File: config.mk
export PLATFORM = sky130hd
export DESIGN_NAME = irq_arbiter
export DESIGN_NICKNAME = d
export VERILOG_FILES = /design/src/rtl/irq_arbiter.sv
export SDC_FILE = /design/constraint.sdc
export NUM_CORES = 1
export LEC_CHECK = 0
export ABC_AREA = 1
export CAP_MARGIN = 20
export CORE_MARGIN = 1
export CORE_UTILIZATION = 45
export DETAILED_ROUTE_END_ITERATION = 7
export GPL_TIMING_DRIVEN = 0
export PLACE_DENSITY = 0.77
export SYNTH_ARGS = -nofsm -noshare
export SYNTH_HDL_FRONTEND = slang
export SYNTH_SLANG_ARGS = --single-unit
export TNS_END_PERCENT = 50
File: constraint.sdc
create_clock -name i_clk -period 3.2 [get_ports i_clk]
set_clock_uncertainty 0.1 [all_clocks]
set_input_delay 0.48 -clock i_clk [delete_from_list [all_inputs] [get_ports i_clk]]
set_output_delay 0.48 -clock i_clk [all_outputs]
set_load 0.05 [all_outputs]
File: src/rtl/irq_arbiter.sv
// irq_arbiter: round-robin interrupt arbiter with per-source claim/complete gateways.
// Define IRQ_ARBITER_EDGE_EN for rising-edge triggered sources (level triggered otherwise).
module irq_arbiter #(
    parameter int N_SRC = 8
) (
    input  logic             i_clk,
    input  logic             i_rst,
    input  logic [N_SRC-1:0] i_src,
    input  logic             i_re,
    input  logic             i_we,
    input  logic [1:0]       i_addr,
    input  logic [31:0]      i_wdata,
    output logic [31:0]      o_rdata,
    output logic             o_rvalid,
    output logic             o_ext_int
);
    localparam logic [N_SRC-1:0] ONE = N_SRC'(1);
    logic [N_SRC-1:0] pend, serv, enable, trig, elig, claim_vec, cmp_vec;
    logic [4:0]       ptr, win;
    logic             claim;
    logic [31:0]      rd_mux;
    logic             unused;
`ifdef IRQ_ARBITER_EDGE_EN
    logic [N_SRC-1:0] hist;
    always_ff @(posedge i_clk or posedge i_rst) begin
        if (i_rst) hist <= '0;
        else hist <= i_src;
    end
    assign trig = i_src & ~hist;
`else
    assign trig = i_src;
`endif
    assign unused = ^i_wdata;
    assign elig = pend & enable;
    // Scanning backwards lets the earliest index in round-robin order overwrite the rest.
    always_comb begin
        win = '0;
        for (int i = N_SRC - 1; i >= 0; i--)
            if (|(elig & (ONE << ((int'(ptr) + i) % N_SRC)))) win = 5'((int'(ptr) + i) % N_SRC);
    end
    assign claim = i_re && i_addr == 2'd2 && |elig && !(|serv);
    assign claim_vec = claim ? ONE << win : '0;
    // ID 0 wraps to a shift of 31 and IDs above N_SRC shift out, so both select no source.
    assign cmp_vec = (i_we && i_addr == 2'd2) ? ONE << (i_wdata[4:0] - 5'd1) : '0;
    assign rd_mux = i_addr == 2'd0 ? 32'(enable) :
                    i_addr == 2'd1 ? 32'(pend) :
                    claim ? 32'(win) + 32'd1 : '0;
    always_ff @(posedge i_clk or posedge i_rst) begin
        if (i_rst) begin
            pend      <= '0;
            serv      <= '0;
            enable    <= '0;
            ptr       <= '0;
            o_rdata   <= '0;
            o_rvalid  <= 1'b0;
            o_ext_int <= 1'b0;
        end else begin
            pend <= (pend & ~claim_vec) | (trig & ~pend & ~serv);
            serv <= (serv & ~cmp_vec) | claim_vec;
            if (i_we && i_addr == 2'd0) enable <= i_wdata[N_SRC-1:0];
            if (claim) ptr <= win == 5'(N_SRC - 1) ? '0 : win + 5'd1;
            if (i_re) o_rdata <= rd_mux;
            o_rvalid  <= i_re;
            o_ext_int <= |elig && !(|serv);
        end
    end
endmodule

==> results of run 1 <==
==> layer usage <==
layer	track usage	vias to the layer above	wire (um)
li1	-	1563	-
met3	0.02821	34	563
met1	0.2832	1467	3316
met2	0.3783	174	4008
met5	0	-	0
met4	0.1125	0	350
==> worst max-delay path: cells and delay by family (launching register included) <==
family                   cells  cell delay, ps
AO/OA/AOI/OAI                1              80
adder cells (fa/ha/maj)      2             300
buffers and inverters        7             790
flip-flops                   1             430
AND/OR/NAND/NOR             14            1200
==> worst paths after layout <==
path	endpoint	slack (ps)	startpoint
worst max-delay path	pend[4]$_DFF_PP0_	180	ptr[1]$_DFFE_PP0P_
worst min-delay path	o_rdata[0]$_DFFE_PP0P_	390	o_rdata[0]$_DFFE_PP0P_
worst max register to register	pend[4]$_DFF_PP0_	180	ptr[1]$_DFFE_PP0P_
worst min register to register	o_rdata[0]$_DFFE_PP0P_	390	o_rdata[0]$_DFFE_PP0P_
max in group asynchronous	ptr[1]$_DFFE_PP0P_	1930	i_rst
min in group asynchronous	o_rdata[4]$_DFFE_PP0P_	540	i_rst
==> synth_stat cells (3+ instances only) <==
master	count
nand2_1	114
inv_1	50
nand3_1	46
nor2_1	38
dfrtp_1	37
buf_4	25
a21oi_1	19
ha_1	15
o21ai_0	15
nor3_1	13
nand2_2	8
a31oi_1	5
nand2_4	5
o31ai_1	5
buf_6	4
inv_2	4
o21ai_1	4
clkbuf_1	3
mux2_2	3
nand3_2	3
nand3b_1	3
nand4_1	3
==> registers in the layout, summed over array words and instances (netlist names) <==
signal / flops
enable: 8
o_rdata: 8
pend: 8
serv: 8
ptr: 3
o_ext_int: 1
o_rvalid: 1
==> logic make-up (layout without fill, tap and decap cells) <==
group,count (synthesis),after routing,synth area share
compound gates,61,61,0.1225
xor+xnor,3,3,0.008435
fa+ha+maj,15,15,0.06024
buf+inv,89,141,0.1478
flops,37,37,0.2972
mux,3,3,0.01084
other cells,1,24,0.001204
simple gates,239,239,0.3518
==> layout make-up <==
cell class | instances | area [um^2]
Fill cell | 601 | 2580
Multi-Input combinational cell | 345 | 1946
Sequential cell | 37 | 929.6
Timing Repair Buffer | 45 | 412.9
Buffer | 33 | 264.0
Inverter | 55 | 220.2
Tap cell | 77 | 96.34
Clock buffer | 6 | 72.57
Clock inverter | 2 | 10.01
==> timing repair <==
item / in CTS / in global routing
endpoints found under the setup margin: 20 / 16
setup buffers: 4 / 9
gates resized for setup: 9 / 34
gates cloned: 0 / 1
pin swaps: 1 / 8
==> report_power, final <==
group,total [mW],leakage (nW),switching [mW],internal (mW)
logic,3.36,1.48,2.13,1.22
clock network,0.312,0.0450,0.161,0.151
registers,0.685,0.427,0.0995,0.586
total,4.35,1.96,2.40,1.96
==> results.yml, run 1 <==
floorplan:
  die_w_um: 85.21
  ios: 80
  initial_core_util: 0.4770
  die_area_um2: 7260
  core_area_um2: 6531
  die_h_um: 85.21
  row_count: 29
synth:
  synth_top_cell_by_area: "dfrtp_1"
  avgSynthCellArea_um2: 6.954
  syn_area_um2: 3115
  async_flop_share: 1.000
  synth-edff-count: 0
  synth_flop_cell: "dfrtp_1"
  ys_warn_count: 0
  ys_ff_latch: 37
  synthDistinctLibCells: 39
  synthCells: 448
  ys_seq_area_frac: 0.2972
  synth.top_cell.area_share: 0.2972
  synth.area.top_cells: "dfrtp_1 (30%), nand2_1 (14%), nand3_1 (7.4%)"
setup_path:
  end_kind: "register"
  path_class: "reg2reg"
  cp.required_ps: 3280
  path_common_cell: "nand2_1"
  timing.critical_path.fanout_max: 9
  cp.arrival_ps: 3100
  crit_slowest_cell: "dfrtp_2"
  worstRegToRegCells: 24
  crit_chain: "buf_4 -> inv_6 -> ha_1 -> buf_6 -> clkinvlp_4 -> nor3_2 -> nor2_1 -> nand2_1 -> nor2_2 -> nand2_1 -> nand2_1 -> nand2_1 -> nand2_1 -> nand2_1 -> nand2_1 -> nand2_2 -> nand2_2 -> inv_2 -> ha_1 -> inv_1 -> nor2_4 -> nand3_1 -> o21ai_1 -> inv_1"
  cp-start-kind: "register"
  max_stage_delay_ps: 430
timing:
  fin_hold_ws_ps: 389.9
  slew_viol_final: 0
  rsz0062_at_grt: "false"
  hold_viol_final: 0
  worst_slew_pin_slew_ps: 746.8
  setup_viol: 0
  finalWorstSetupSlack_ps: 183.0
  fin_crit_sh: 0.9428
  min_period_ps: 3017
  slew_headroom: 0.5014
  max_freq_ghz: 0.3315
  tns_ps: 0
run:
  maxCapViolCount: 0
cts:
  clockRootBuffer: "clkbuf_8"
  max-clock-path-buffers: 2
  clock-sinks: 37
  cts_hold_buf: 0
  cts_tree: "done"
  numCtsBuffers: 5
  cts_max_level: 2
  clkTransAtPathRegs_ps: 70
  clk-insertion-delay-late_ps: 290
routing:
  antenna_left: 0
  vias: 3238
  routed_wl_um: 8238
  post_drt_wl_per_cell_um: 13.73
  drc: 0
  drt_iter0_drc: 260
  vias_per_cell: 5.397
  drtPass1Iterations: 5
finish:
  post-route-util: 0.6050
  n_antenna_cell: 0
  design_area_um2: 3951
  layout_common_cells: "nand2_1 (109), inv_1 (45), nand3_1 (45)"
  nets: 583
  mostFrequentLayoutCell: "nand2_1"
  stdcell_count: 600
  drive_above_1_share: 0.2161
  syn_to_final_growth_pct: 26.83
placed_design:
  placed_area_um2: 3608
  post-place-cells: 579
  dp_slack_ps: -406.3
  dp_hpwl_um: 6193
  numPortBuffers: 31
  place_congestion: 0.8964
grt:
  gr-usage-all-layers: 0.2242
  antenna_found_initial: 0
  grt_pass1_vias: 2813
  grt_start_max_net_pins: 38
  grt_overflow: 0
  grt_pass1_wl_um: 12900
hold_path:
  worst_hold_path_type: "reg2reg"
  whs_path_depth: 2
power:
  power_density_nw_per_um2: 1102
  power.total_mw: 4.354
  peakVddDrop_uv: 560.9
  leakage_nw: 1.957
outcome:
  status: "finished, final reports clean"
Note: power is estimated with default switching activity, not from simulation.
==> run 2, diff against run 1 <==
CTS_CLUSTER_SIZE = 16   (was not set)
==> results of run 2 <==
Same layout as run 1: the final DEF is identical, and so are final timing and power.
